**config.mk**
```make
export PLATFORM = sky130hd
export DESIGN_NAME = lcd_bus_arbiter
export DESIGN_NICKNAME = d
export VERILOG_FILES = /design/src/rtl/lcd_pkg.sv /design/src/rtl/lcd_rr_arbiter.sv /design/src/rtl/lcd_bus_arbiter.sv
export SDC_FILE = /design/constraint.sdc
export NUM_CORES = 1
export LEC_CHECK = 0
export CAP_MARGIN = 10
export CORE_UTILIZATION = 25
export CTS_BUF_LIST = sky130_fd_sc_hd__clkbuf_16
export DETAILED_ROUTE_END_ITERATION = 10
export PLACE_DENSITY = 0.47
export SYNTH_ARGS = -nofsm -noshare
export SYNTH_HDL_FRONTEND = slang
export SYNTH_SLANG_ARGS = --single-unit
```
**constraint.sdc**
```tcl
create_clock -name clk -period 3.1 [get_ports clk]
set_clock_uncertainty 0.15 [all_clocks]
set_input_delay 0.93 -clock clk [delete_from_list [all_inputs] [get_ports clk]]
set_output_delay 0.93 -clock clk [all_outputs]
set_load 0.05 [all_outputs]
```
**src/rtl/lcd_pkg.sv**
```systemverilog
// Shared definitions for the character-LCD bus arbiter.
//   - lcd_state_e : strobe/arbitration FSM states
//   - LCD_* command constants used by the power-on sequence and wait selection
//   - DEF_T_* default timing values (clk cycles at 20 MHz)
//   - is_long_cmd(): selects the long execution wait for clear/home commands
//   - init_cmd()   : power-on command table (used only when LCD_INIT_EN is defined)
package lcd_pkg;

  typedef enum logic [2:0] {
    StIdle,
    StGrant,
    StLoad,
    StSetup,
    StEpulse,
    StHold,
    StWait,
    StInitWait
  } lcd_state_e;

  localparam logic [7:0] LCD_CLEAR      = 8'h01;
  localparam logic [7:0] LCD_HOME       = 8'h02;
  localparam logic [7:0] LCD_FUNC_8B2L  = 8'h38;
  localparam logic [7:0] LCD_DISP_ON    = 8'h0C;
  localparam logic [7:0] LCD_ENTRY_INC  = 8'h06;

  localparam int unsigned DEF_T_SETUP      = 2;
  localparam int unsigned DEF_T_EPW        = 10;
  localparam int unsigned DEF_T_HOLD       = 2;
  localparam int unsigned DEF_T_WAIT_SHORT = 800;
  localparam int unsigned DEF_T_WAIT_LONG  = 32800;
  localparam int unsigned DEF_CNT_W        = 16;

  // Power-on delay: 15 ms at 20 MHz, needs its own wider counter.
  localparam int unsigned INIT_WAIT_CYCLES = 300000;
  localparam int unsigned INIT_CNT_W       = 19;

  // Clear (0x01) and home (0x02/0x03, bit 0 is don't-care) take ~1.64 ms to execute.
  function automatic logic is_long_cmd(input logic rs, input logic [7:0] db);
    return !rs && ((db == LCD_CLEAR) || (db == LCD_HOME) || (db == 8'h03));
  endfunction

  function automatic logic [7:0] init_cmd(input logic [1:0] idx);
    logic [7:0] cmd;
    case (idx)
      2'd0:    cmd = LCD_FUNC_8B2L;
      2'd1:    cmd = LCD_DISP_ON;
      2'd2:    cmd = LCD_ENTRY_INC;
      default: cmd = LCD_CLEAR;
    endcase
    return cmd;
  endfunction

endpackage

```
**src/rtl/lcd_rr_arbiter.sv**
```systemverilog
// Round-robin requester selection for the LCD bus.
// Ports:
//   clk, rst      : clock, synchronous active-high reset (pointer -> 0)
//   req           : per-requester request bits
//   advance       : pulse when the current holder releases the bus
//   advance_from  : index of the releasing holder; pointer moves to advance_from+1 (wrapping)
//   any           : at least one request is pending
//   pick          : first requesting index at or after the pointer (wrapping)
module lcd_rr_arbiter
  import lcd_pkg::*;
#(
  parameter int unsigned NREQ  = 2,
  parameter int unsigned IDX_W = (NREQ > 1) ? $clog2(NREQ) : 1
) (
  input  logic             clk,
  input  logic             rst,
  input  logic [NREQ-1:0]  req,
  input  logic             advance,
  input  logic [IDX_W-1:0] advance_from,
  output logic             any,
  output logic [IDX_W-1:0] pick
);

  logic [IDX_W-1:0] ptr_q;

  always_comb begin
    any  = 1'b0;
    pick = '0;
    for (int i = 0; i < int'(NREQ); i++) begin
      automatic int j = int'(ptr_q) + i;
      logic [IDX_W-1:0] jj;
      if (j >= int'(NREQ)) j = j - int'(NREQ);
      jj = IDX_W'(j);
      if (!any && req[jj]) begin
        any  = 1'b1;
        pick = jj;
      end
    end
  end

  always_ff @(posedge clk) begin
    if (rst) begin
      ptr_q <= '0;
    end else if (advance) begin
      ptr_q <= (advance_from == IDX_W'(NREQ - 1)) ? '0 : advance_from + 1'b1;
    end
  end

endmodule

```
**src/rtl/lcd_bus_arbiter.sv**
```systemverilog
// Shares one character-LCD write bus between NREQ message generators. The bus is granted
// round-robin per message and each byte is strobed onto the LCD with setup/E-pulse/hold
// timing, followed by the controller's execution wait.
// Ports:
//   clk, rst   : clock, synchronous active-high reset
//   req        : per-requester message request (held until the last byte is accepted)
//   gnt        : one-hot registered grant
//   in_valid, in_rs, in_data (8 bits per requester), in_last : per-requester byte stream
//   in_ready   : one-cycle accept pulse for the granted requester's current byte
//   lcd_e, lcd_rs, lcd_rw, lcd_db : LCD pins (write only, lcd_rw tied low)
//   busy       : high whenever the FSM is not idle
// Build option: define LCD_INIT_EN to run the LCD power-on command sequence after reset.
module lcd_bus_arbiter
  import lcd_pkg::*;
#(
  parameter int unsigned NREQ         = 2,
  parameter int unsigned T_SETUP      = DEF_T_SETUP,
  parameter int unsigned T_EPW        = DEF_T_EPW,
  parameter int unsigned T_HOLD       = DEF_T_HOLD,
  parameter int unsigned T_WAIT_SHORT = DEF_T_WAIT_SHORT,
  parameter int unsigned T_WAIT_LONG  = DEF_T_WAIT_LONG,
  parameter int unsigned CNT_W        = DEF_CNT_W
) (
  input  logic              clk,
  input  logic              rst,
  input  logic [NREQ-1:0]   req,
  output logic [NREQ-1:0]   gnt,
  input  logic [NREQ-1:0]   in_valid,
  input  logic [NREQ-1:0]   in_rs,
  input  logic [8*NREQ-1:0] in_data,
  input  logic [NREQ-1:0]   in_last,
  output logic              in_ready,
  output logic              lcd_e,
  output logic              lcd_rs,
  output logic              lcd_rw,
  output logic [7:0]        lcd_db,
  output logic              busy
);

  localparam int unsigned IDX_W = (NREQ > 1) ? $clog2(NREQ) : 1;

  lcd_state_e       state_q;
  logic [CNT_W-1:0] cnt_q;
  logic [IDX_W-1:0] g_q;
  logic             last_q;
  logic             arb_any;
  logic [IDX_W-1:0] arb_pick;
  logic             rel_grant;

`ifdef LCD_INIT_EN
  logic [INIT_CNT_W-1:0] init_cnt_q;
  logic [1:0]            init_idx_q;
  logic                  init_active_q;
`endif

  assign lcd_rw = 1'b0;

  // Holder gives up the bus: idle with no byte pending and req dropped, or the end of the
  // post-write wait of its last byte (or of any byte once req has been dropped mid-message).
  always_comb begin
    rel_grant = 1'b0;
    if (state_q == StGrant) begin
      rel_grant = !in_valid[g_q] && !req[g_q];
    end else if (state_q == StWait && cnt_q == '0) begin
      rel_grant = last_q || !req[g_q];
    end
`ifdef LCD_INIT_EN
    if (init_active_q) rel_grant = 1'b0;
`endif
  end

  lcd_rr_arbiter #(
    .NREQ  (NREQ),
    .IDX_W (IDX_W)
  ) u_rr_arbiter (
    .clk          (clk),
    .rst          (rst),
    .req          (req),
    .advance      (rel_grant),
    .advance_from (g_q),
    .any          (arb_any),
    .pick         (arb_pick)
  );

  always_ff @(posedge clk) begin
    if (rst) begin
`ifdef LCD_INIT_EN
      state_q       <= StInitWait;
      busy          <= 1'b1;
      init_cnt_q    <= INIT_CNT_W'(INIT_WAIT_CYCLES - 1);
      init_idx_q    <= '0;
      init_active_q <= 1'b1;
`else
      state_q       <= StIdle;
      busy          <= 1'b0;
`endif
      gnt      <= '0;
      in_ready <= 1'b0;
      lcd_e    <= 1'b0;
      lcd_rs   <= 1'b0;
      lcd_db   <= '0;
      g_q      <= '0;
      last_q   <= 1'b0;
      cnt_q    <= '0;
    end else begin
      in_ready <= 1'b0;
      case (state_q)
        StIdle: begin
          if (arb_any) begin
            g_q           <= arb_pick;
            gnt           <= '0;
            gnt[arb_pick] <= 1'b1;
            busy          <= 1'b1;
            state_q       <= StGrant;
          end
        end
        StGrant: begin
          if (in_valid[g_q]) begin
            in_ready <= 1'b1;
            state_q  <= StLoad;
          end else if (rel_grant) begin
            gnt     <= '0;
            busy    <= 1'b0;
            state_q <= StIdle;
          end
        end
        // in_ready is high this cycle, so the byte is taken on the edge that leaves LOAD.
        StLoad: begin
          lcd_db  <= in_data[{g_q, 3'b000} +: 8];
          lcd_rs  <= in_rs[g_q];
          last_q  <= in_last[g_q];
          cnt_q   <= CNT_W'(T_SETUP - 1);
          state_q <= StSetup;
        end
        StSetup: begin
          if (cnt_q == '0) begin
            lcd_e   <= 1'b1;
            cnt_q   <= CNT_W'(T_EPW - 1);
            state_q <= StEpulse;
          end else begin
            cnt_q <= cnt_q - 1'b1;
          end
        end
        StEpulse: begin
          if (cnt_q == '0) begin
            lcd_e   <= 1'b0;
            cnt_q   <= CNT_W'(T_HOLD - 1);
            state_q <= StHold;
          end else begin
            cnt_q <= cnt_q - 1'b1;
          end
        end
        StHold: begin
          if (cnt_q == '0) begin
            cnt_q   <= is_long_cmd(lcd_rs, lcd_db) ? CNT_W'(T_WAIT_LONG - 1)
                                                   : CNT_W'(T_WAIT_SHORT - 1);
            state_q <= StWait;
          end else begin
            cnt_q <= cnt_q - 1'b1;
          end
        end
        StWait: begin
          if (cnt_q != '0) begin
            cnt_q <= cnt_q - 1'b1;
          end else begin
`ifdef LCD_INIT_EN
            if (init_active_q) begin
              if (init_idx_q == 2'd3) begin
                init_active_q <= 1'b0;
                busy          <= 1'b0;
                state_q       <= StIdle;
              end else begin
                init_idx_q <= init_idx_q + 1'b1;
                lcd_db     <= init_cmd(init_idx_q + 1'b1);
                lcd_rs     <= 1'b0;
                cnt_q      <= CNT_W'(T_SETUP - 1);
                state_q    <= StSetup;
              end
            end else
`endif
            if (rel_grant) begin
              gnt     <= '0;
              busy    <= 1'b0;
              state_q <= StIdle;
            end else begin
              state_q <= StGrant;
            end
          end
        end
`ifdef LCD_INIT_EN
        StInitWait: begin
          if (init_cnt_q == '0) begin
            lcd_db  <= init_cmd(2'd0);
            lcd_rs  <= 1'b0;
            cnt_q   <= CNT_W'(T_SETUP - 1);
            state_q <= StSetup;
          end else begin
            init_cnt_q <= init_cnt_q - 1'b1;
          end
        end
`endif
        default: state_q <= StIdle;
      endcase
    end
  end

endmodule
```
==> reports/metrics.cfg, run 1 <==
[status]
status=finished, final reports clean

[logic_synthesis]
synth.most_common_cell=dfxtp_1
yosys.area_share.adder_pct=0.580
synth.area.top_cells=dfxtp_1 (33%), mux2i_1 (5.6%), a21oi_1 (4.9%)
ys_seq_elements=36
syn_inst=260
async_flop_share_pct=0
yosys_warnings=0
synth_commonest_cells=dfxtp_1 (36), nor2_1 (27), a21oi_1 (21), nand2_1 (15), a211oi_1 (13)
synth_area_mm2=0.00216
avgSynthCellArea_um2=8.30
synth_mux_area_share_pct=6.61
synth_compound_area_share_pct=21.7
ys_types=57
synthXorXnorAreaFrac_pct=2.03
ys.flop_type=dfxtp_1
synth_nets=287
synth_top_family_by_area=simple AND/OR/NAND/NOR gates
synth_edf_count=0
yosysSeqAreaShare_pct=33.4
synth_top_area_share_pct=33.4
synth-simple-area-share_pct=29.2
synth_largest_area_cell=dfxtp_1

[setup_path]
required_ns=2.02
crit_family=buffers and inverters
critical_path_class=reg -> out
startpoint=lcd_e$_SDFFE_PP0P_
crit_path_max_incr_delay_ns=0.83
crit_path_top_delay_cell=clkdlybuf4s50_1
start_kind=flip-flop
r2r-start=cnt_q[1]$_SDFFE_PP0P_
crit_buf_inv=1
r2r_cells=9
endpoint_kind=primary output
crit_arrival_ns=1.49
critPathMaxFanout=3
crit_chain=clkdlybuf4s50_1
crit_cells=1

[timing]
hold_viol=0
worst_pin_slew_ns=0.637
relSlewSlack_pct=57.5
max_freq_mhz=389
slew_violations=0
post-route-min-period_ns=2.57
setup_violations=0
whs_ns=0.306
final.setup.tns_ns=0
fin_crit_sh_pct=82.9
rsz0062_at_grt=no

[global_route]
grt_antenna_before_repair=0
grt_pass1_wl_um=10200
globalRouteTotalUtil_pct=14.4
first_global_vias=2094
overflow=0
grt_max_degree=23

[floorplan]
die_y_um=94.9
placeableCoreArea_mm2=0.00830
io_pins=41
fp.dieW_um=94.9
die_area_mm2=0.00901
rows=33
start_util_pct=26.0

[run]
max_cap_violations=0

[finish]
nets=321
multi_input_area_mm2=0.00130
area_delta_synth_final_pct=29.5
diodes=0
seqCellArea_um2=721
fillers=865
layout-drive-gt1-share_pct=11.5
final_core_util_pct=33.7

[clocking]
cts_setup_buffers=0
cts_root_buf=clkbuf_16
path_clk_slew_ns=0.06
tritoncts=yes
htreeDepth=2
clock-sinks=36
cts_buffers=5
cts_buffer_depth=2
cts_hold_buf=0
clk_latency_ns=0.28
ctsResizeCount=0

[power_and_ir_drop]
peakVddDrop_mv=0.329
powerDensity_mw_per_mm2=1010
power.leakage_nw=0.959

[route]
wl_um=6000
vias=2082
drt_iter0_markers=98
drc=0
vias_per_cell=5.21
drt-wirelength-per-cell_um=15.0
firstDrtPassIters=4
detail-route-antenna-nets=0

[min_path]
hold_class=reg -> reg
hold_path_startpoint=gnt[0]$_SDFFE_PP0P_
worstHoldPathCells=2

[placement]
dpl.hpwl_um=4290
gp_congestion=0.822
io_buffers=39

through the flow:
| step | power [mW] | setup WS [ns] | cells | area [um^2] |
|---|---|---|---|---|
| after floorplan | 1.83 | 0.977 | 260 | 2160 |
| after global placement | 2.23 | 0.509 | 392 | 2630 |
| after detailed placement | 2.24 | 0.474 | 392 | 2630 |
| after CTS | 2.83 | 0.515 | 400 | 2800 |
| after global routing | 3.02 | 0.437 | 400 | 2800 |
| final | 2.81 | 0.529 | 400 | 2800 |
power by group:
group / switching, mW / internal [mW] / total, mW / leakage, nW
logic: 0.926 / 0.588 / 1.51 / 0.581
clock network: 0.204 / 0.375 / 0.579 / 0.0850
registers: 0.154 / 0.567 / 0.721 / 0.293
total: 1.28 / 1.53 / 2.81 / 0.959
per-layer routing:
layer	track usage [%]	routed length (um)	vias to the layer above
met5	0	0	-
met1	19.3	2850	971
li1	-	-	1046
met3	3.54	309	3
met2	23.0	2820	62
met4	3.79	15	0
final cells by class:
| type | instances | share of cell area (%) |
|---|---|---|
| multi-input combinational | 198 | 46.6 |
| sequential | 36 | 25.8 |
| tap | 105 | 4.70 |
| clock buffer | 5 | 4.48 |
| clock inverter | 3 | 1.39 |
| inverter | 5 | 0.671 |
| timing repair buffer | 48 | 16.4 |
cells in the final DEF, fill, tap and decap left out, types with 2 or more instances in the layout:
master / synthesis / final
mux2_2: 2 / 2
buf_4: 1 / 9
o31ai_1: 2 / 2
nand4_1: 3 / 3
o211ai_1: 7 / 7
o21ai_0: 10 / 10
nor4_1: 5 / 5
a31oi_1: 7 / 7
nor3_1: 9 / 9
nor4_4: 2 / 2
mux2i_1: 12 / 12
nand3_1: 7 / 7
nor4b_1: 2 / 2
a21oi_1: 21 / 21
nand2b_1: 5 / 5
o221ai_1: 2 / 2
or4_1: 2 / 2
o22ai_1: 3 / 3
inv_1: 5 / 6
dfxtp_1: 36 / 36
nand3b_1: 2 / 2
clkbuf_16: 0 / 5
nor2_1: 27 / 27
clkdlybuf4s50_1: 0 / 39
or3_1: 7 / 7
xor2_1: 4 / 4
or3_2: 3 / 3
nand2_1: 15 / 15
a211oi_1: 13 / 13
nand4b_1: 2 / 2
registers in the layout (all words and copies together) (netlist names):
name,count
g_q,1
lcd_e,1
busy,1
in_ready,1
cnt_q,16
gnt,2
state_q,3
lcd_db,8
lcd_rs,1
u_rr_arbiter.ptr_q,1
last_q,1
cells by family after synthesis:
kind of cell,Yosys count
compound gates,72
xor+xnor,5
fa+ha+maj,1
buf+inv,26
flops,36
mux,14
other cells,1
simple gates,105
path summary, 6_finish.rpt:
kind / endpoint / slack [ns]
worst max register to register: cnt_q[6]$_SDFFE_PP0P_ / 0.61
worst max-delay path: lcd_e / 0.53
worst min-delay path: gnt[0]$_SDFFE_PP0P_ / 0.31
worst min register to register: gnt[0]$_SDFFE_PP0P_ / 0.31
Note: power is estimated with default switching activity, not from simulation.
==> run 2, diff against run 1 <==
Settings changed: PLACE_DENSITY 0.47 to 0.49.
Clock period 3.1 ns to 2.15 ns, I/O delays scaled along.
==> run 2 against run 1 <==
  * The run now ends with negative setup slack left
  * Non-clock buffer count is 46 higher
  * Setup slack worse by 0.53 ns
  * Die area did not move
  * Critical path depth rose by 6
  * Utilization up 4.4 points
  * Flip-flop and latch count stayed put
  * Clock-buffer cell count unchanged
  * Worst hold slack improved by 0.00097 ns
==> reports/metrics.cfg, run 2 (same netlist as run 1, synthesis figures left out) <==
[floorplan]
rows=33  ; unchanged
start_util_pct=26.0  ; unchanged
placeableCoreArea_mm2=0.00830  ; unchanged
fp.dieW_um=94.9  ; unchanged
die_y_um=94.9  ; unchanged
io_pins=41  ; unchanged
die_area_mm2=0.00901  ; unchanged

[power_and_ir_drop]
powerDensity_mw_per_mm2=1490  ; was 1010 mW/mm^2
power.leakage_nw=1.21  ; was 0.959 nW
peakVddDrop_mv=0.538  ; was 0.329 mV

[clocking]
clock-sinks=36  ; unchanged
cts_buffers=5  ; unchanged
path_clk_slew_ns=0.06  ; about the same
cts_root_buf=clkbuf_16  ; unchanged
clk_latency_ns=0.28  ; about the same
htreeDepth=2  ; unchanged
cts_buffer_depth=2  ; unchanged
cts_hold_buf=0  ; unchanged
tritoncts=yes  ; unchanged

[setup_path]
start_kind=flip-flop  ; unchanged
crit_arrival_ns=2.22  ; was 1.49 ns
endpoint_kind=flip-flop  ; was primary output
critPathMaxFanout=5  ; was 3
critical_path_class=reg -> reg  ; was reg -> out
required_ns=2.21  ; was 2.02 ns

[finish]
largest-register=cnt_q  ; unchanged
diodes=0  ; unchanged
nets=367  ; was 321
layout.cell_area.non_filler_mm2=0.00316  ; was 0.00280 mm^2
area_delta_synth_final_pct=46.6  ; was 29.5%
largest_reg_flops=16  ; unchanged
final_cell_mix=buf_4 (64), dfxtp_1 (34), nor2_1 (27)  ; was clkdlybuf4s50_1 (39), dfxtp_1 (36), nor2_1 (27)
top_regs=cnt_q x16, lcd_db x8, state_q x3  ; unchanged
layout_commonest_cell=buf_4  ; was clkdlybuf4s50_1
layout-drive-gt1-share_pct=30.5  ; was 11.5%

[timing]
relSlewSlack_pct=54.3  ; was 57.5%
setup_violations=1  ; was 0
worst_pin_slew_ns=0.684  ; was 0.637 ns
max_freq_mhz=464
fin_crit_sh_pct=100
rsz0062_at_grt=yes  ; was no
fin_ws_ns=-0.00354  ; was 0.529 ns
slew_violations=0  ; unchanged
hold_viol=0  ; unchanged
post-route-min-period_ns=2.15

[route]
drt_iter0_markers=73  ; was 98
vias_per_cell=4.96  ; was 5.21
drc=0  ; unchanged
detail-route-antenna-nets=0  ; unchanged
firstDrtPassIters=6  ; was 4
vias=2212  ; was 2082
wl_um=6110  ; was 6000 um
drt-wirelength-per-cell_um=13.7  ; was 15.0 um

[placement]
pre_cts_slack_ns=-0.104  ; was 0.474 ns
dpl.hpwl_um=4690  ; was 4290 um
gp_congestion=0.801  ; was 0.822
io_buffers=39  ; unchanged
place_area_mm2=0.00292  ; was 0.00263 mm^2

[min_path]
hold_class=reg -> reg  ; unchanged

[global_route]
grt_pass1_wl_um=10300  ; was 10200 um
globalRouteTotalUtil_pct=14.7  ; was 14.4%
overflow=0  ; unchanged
first_global_vias=2188  ; was 2094
grt_max_degree=22  ; was 23
grt_antenna_before_repair=0  ; unchanged

[status]
status=finished with violations  ; was finished, final reports clean
violations=negative setup slack

[run]
max_cap_violations=0  ; unchanged

-- run 2: final cells by class --
cell class / instances / area (um^2)
Fill cell: 869 / 5130
Multi-Input combinational cell: 198 / 1360
Timing Repair Buffer: 94 / 796
Sequential cell: 36 / 723
Tap cell: 105 / 131
Clock buffer: 5 / 125
Inverter: 5 / 18.8
Clock inverter: 3 / 15.0
-- run 2: worst paths after layout --
check / from / endpoint / slack [ns] / cells after the start
worst max-delay path: cnt_q[0]$_SDFFE_PP0P_ / cnt_q[10]$_SDFFE_PP0P_ / -0.004 / 7
worst min-delay path: gnt[0]$_SDFFE_PP0P_ / gnt[0]$_SDFFE_PP0P_ / 0.31 / 2
worst max register to register: cnt_q[0]$_SDFFE_PP0P_ / cnt_q[10]$_SDFFE_PP0P_ / -0.004 / 7
worst min register to register: gnt[0]$_SDFFE_PP0P_ / gnt[0]$_SDFFE_PP0P_ / 0.31 / 2
-- run 2: metrics by stage --
stage          hold WS, ns  total power, mW  util (%)  std cells  TNS [ns]
6_report             0.307             4.70      38.1        446  -0.00354
5_1_grt              0.322             5.03      38.1        446    -0.150
4_1_cts              0.311             4.53      37.3        444         0
3_5_place_dp         0.302             3.75      35.2        434    -0.516
3_3_place_gp         0.299             3.75      35.2        434    -0.260
2_1_floorplan        0.277             2.63         -        260         0
-- run 2: routing by layer --
metal | part of all wire (%) | wire [um] | track usage, % | up-vias
met3 | 3.6 | 218 | 3.14 | 4
met1 | 47 | 2870 | 18.6 | 1031
met4 | 0.62 | 38 | 3.03 | 0
li1 | - | - | - | 1135
met5 | 0 | 0 | 0 | -
met2 | 49 | 2980 | 25.5 | 42
-- run 2: timing repair --
action,4_1_cts,5_1_grt
gates resized for setup,5,13
endpoints found under the setup margin,8,17
buffers inserted,2,2
pin swaps,4,6
-- run 2: report_power, final --
group / total [mW] / internal, mW / leakage [nW] / switching (mW)
Sequential: 0.968 / 0.820 / 0.294 / 0.148
Clock: 0.720 / 0.422 / 0.0687 / 0.298
Combinational: 3.02 / 1.42 / 0.852 / 1.59
-- run 2: critical path, cell delays in order, from the launching register on --
cell and delay (ns):
dfxtp_2 0.33, inv_2 0.07, ha_4 0.14, buf_6 0.08
or4b_4 0.49, or3_1 0.33, or3_1 0.35, a21oi_1 0.14
==> run 3, diff against run 2 <==
Settings changed: GPL_TIMING_DRIVEN set to 0, REMOVE_ABC_BUFFERS set to 1.
==> run 3 against run 2 <==
  * The run now ends clean
  * Setup slack gained 0.037 ns
  * Critical endpoint unchanged
  * Wire length down 2.3%
  * Die area is the same
  * Power grew 0.44%
  * Flip-flop and latch count stayed put
  * Clock-buffer cell count stayed put
  * Worst hold slack lost 0.0049 ns
==> reports/metrics.cfg, run 3 (same netlist as run 1, synthesis figures left out) <==
[timing]
hold_viol=0  ; unchanged
post-route-min-period_ns=2.12  ; was 2.15 ns
setup_violations=0  ; was 1
worst_pin_slew_ns=0.664  ; was 0.684 ns
relSlewSlack_pct=55.7  ; was 54.3%
slew_violations=0  ; unchanged
rsz0062_at_grt=yes  ; unchanged
fin_crit_sh_pct=98.4  ; was 100%
max_freq_mhz=472  ; was 464 MHz

[floorplan]
io_pins=41  ; unchanged
placeableCoreArea_mm2=0.00830  ; unchanged
start_util_pct=26.0  ; unchanged
die_y_um=94.9  ; unchanged
die_area_mm2=0.00901  ; unchanged
rows=33  ; unchanged
fp.dieW_um=94.9  ; unchanged

[placement]
io_buffers=39  ; unchanged
gp_congestion=0.782  ; was 0.801
dpl.hpwl_um=3900  ; was 4690 um
place_area_mm2=0.00257  ; was 0.00292 mm^2

[power_and_ir_drop]
fin_total_pwr_mw=4.73  ; was 4.70 mW
peakVddDrop_mv=0.544  ; was 0.538 mV
power.leakage_nw=1.10  ; was 1.21 nW
powerDensity_mw_per_mm2=1570  ; was 1490 mW/mm^2

[route]
drt_iter0_markers=122  ; was 73
drt-wirelength-per-cell_um=14.5  ; was 13.7 um
drc=0  ; unchanged
vias_per_cell=5.08  ; was 4.96
firstDrtPassIters=4  ; was 6
vias=2093  ; was 2212
detail-route-antenna-nets=0  ; unchanged
wl_um=5970  ; was 6110 um

[clocking]
tritoncts=yes  ; unchanged
clk_latency_ns=0.28  ; about the same
cts_buffer_depth=2  ; unchanged
htreeDepth=2  ; unchanged
cts_buffers=5  ; unchanged
cts_root_buf=clkbuf_16  ; unchanged
clock-sinks=36  ; unchanged
cts_hold_buf=0  ; unchanged
path_clk_slew_ns=0.06  ; about the same

[finish]
nets=333  ; was 367
diodes=0  ; unchanged
top_regs=cnt_q x16, lcd_db x8, state_q x3  ; unchanged
layout-drive-gt1-share_pct=24.1  ; was 30.5%
largest-register=cnt_q  ; unchanged
layout.cell_area.non_filler_mm2=0.00301  ; was 0.00316 mm^2
area_delta_synth_final_pct=39.4  ; was 46.6%
fillers=843  ; was 869
final_cell_mix=nor2_1 (26), dfxtp_1 (26), clkdlybuf4s50_1 (24)  ; was buf_4 (64), dfxtp_1 (34), nor2_1 (27)
largest_reg_flops=16  ; unchanged

[setup_path]
start_kind=flip-flop  ; unchanged
critPathMaxFanout=5  ; unchanged
endpoint_kind=flip-flop  ; unchanged
crit_arrival_ns=2.17  ; was 2.22 ns
critical_path_class=reg -> reg  ; unchanged
reg2reg_slack_ns=0.03  ; was -0.004 ns
required_ns=2.21  ; about the same

[status]
status=finished, final reports clean  ; was finished with violations

[global_route]
grt_antenna_before_repair=0  ; unchanged
busiest_layer=met2  ; unchanged
globalRouteTotalUtil_pct=14.5  ; was 14.7%
gr-usage-met1_pct=19.1  ; was 18.6%
grt_util_met2_pct=22.1  ; was 25.5%
grt_max_degree=32  ; was 22
overflow=0  ; unchanged
grtUsageMet3_pct=4.99  ; was 3.14%
grt_pass1_wl_um=9990  ; was 10300 um
first_global_vias=1987  ; was 2188

[min_path]
hold_class=reg -> reg  ; unchanged

[run]
max_cap_violations=0  ; unchanged

[run 3: cell types whose count changed in the layout (fill, tap and decap cells not counted), moves of 2 or more]
cell / delta
buf_4: -47
dlygate4sd2_1: +14
dfxtp_1: -8
dfxtp_2: +4
dfxtp_4: +4
or3_1: -3
or3_4: +3
inv_2: -2
inv_4: +2
or4_4: +2
[run 3: through the flow]
step                      worst slack (ns)  util [%]  setup TNS, ns  hold slack, ns  std cells
after floorplan                    -0.0135         -        -0.0232           0.271        239
after global placement              -0.722      30.9         -16.46           0.289        383
after detailed placement            -0.727      31.0         -14.91           0.300        384
after CTS                         -0.00634      34.4        -0.0175           0.305        401
after global routing               -0.0659      36.2         -0.414           0.353        412
final                               0.0335      36.2              0           0.302        412
[run 3: final timing paths]
kind | startpoint | to | depth (start not counted)
max | cnt_q[0]$_SDFFE_PP0P_ | cnt_q[10]$_SDFFE_PP0P_ | 6
min | gnt[0]$_SDFFE_PP0P_ | gnt[0]$_SDFFE_PP0P_ | 2
max reg2reg | cnt_q[0]$_SDFFE_PP0P_ | cnt_q[10]$_SDFFE_PP0P_ | 6
min reg2reg | gnt[0]$_SDFFE_PP0P_ | gnt[0]$_SDFFE_PP0P_ | 2
[run 3: area by class of cell]
class                      instances  area (um^2)  area share, %
clock buffer                       5          125           4.16
clock inverter                     3         11.3          0.374
timing repair buffer              59          536           17.8
sequential                        36          743           24.7
inverter                           5         23.8          0.790
tap                              105          131           4.37
multi-input combinational        199         1440           47.8
[run 3: critical path, stage by stage (launching register included)]
cell and delay (ns):
dfxtp_4 0.37, inv_4 0.06, ha_4 0.14, or4b_4 0.51
or3_4 0.35, or3_1 0.34, a21oi_1 0.12
[run 3: metal layers]
layer,wire (um),part of all wire (%),up-vias
li1,-,-,1073
met1,2840,48,950
met2,2680,45,65
met3,399,6.7,5
met4,57,0.95,0
met5,0,0,-
[run 3: power by group]
group | switching, mW | internal [mW]
Clock | 0.271 | 0.417
Combinational | 1.55 | 1.38
Sequential | 0.276 | 0.833
Total | 2.09 | 2.63
[run 3: what timing repair did]
| action | 4_1_cts | 5_1_grt |
|---|---|---|
| setup endpoints to repair | 47 | 19 |
| gates resized for setup | 43 | 21 |
| setup buffers | 8 | 11 |
| cloned | 1 | 0 |
| pin swaps | 2 | 13 |
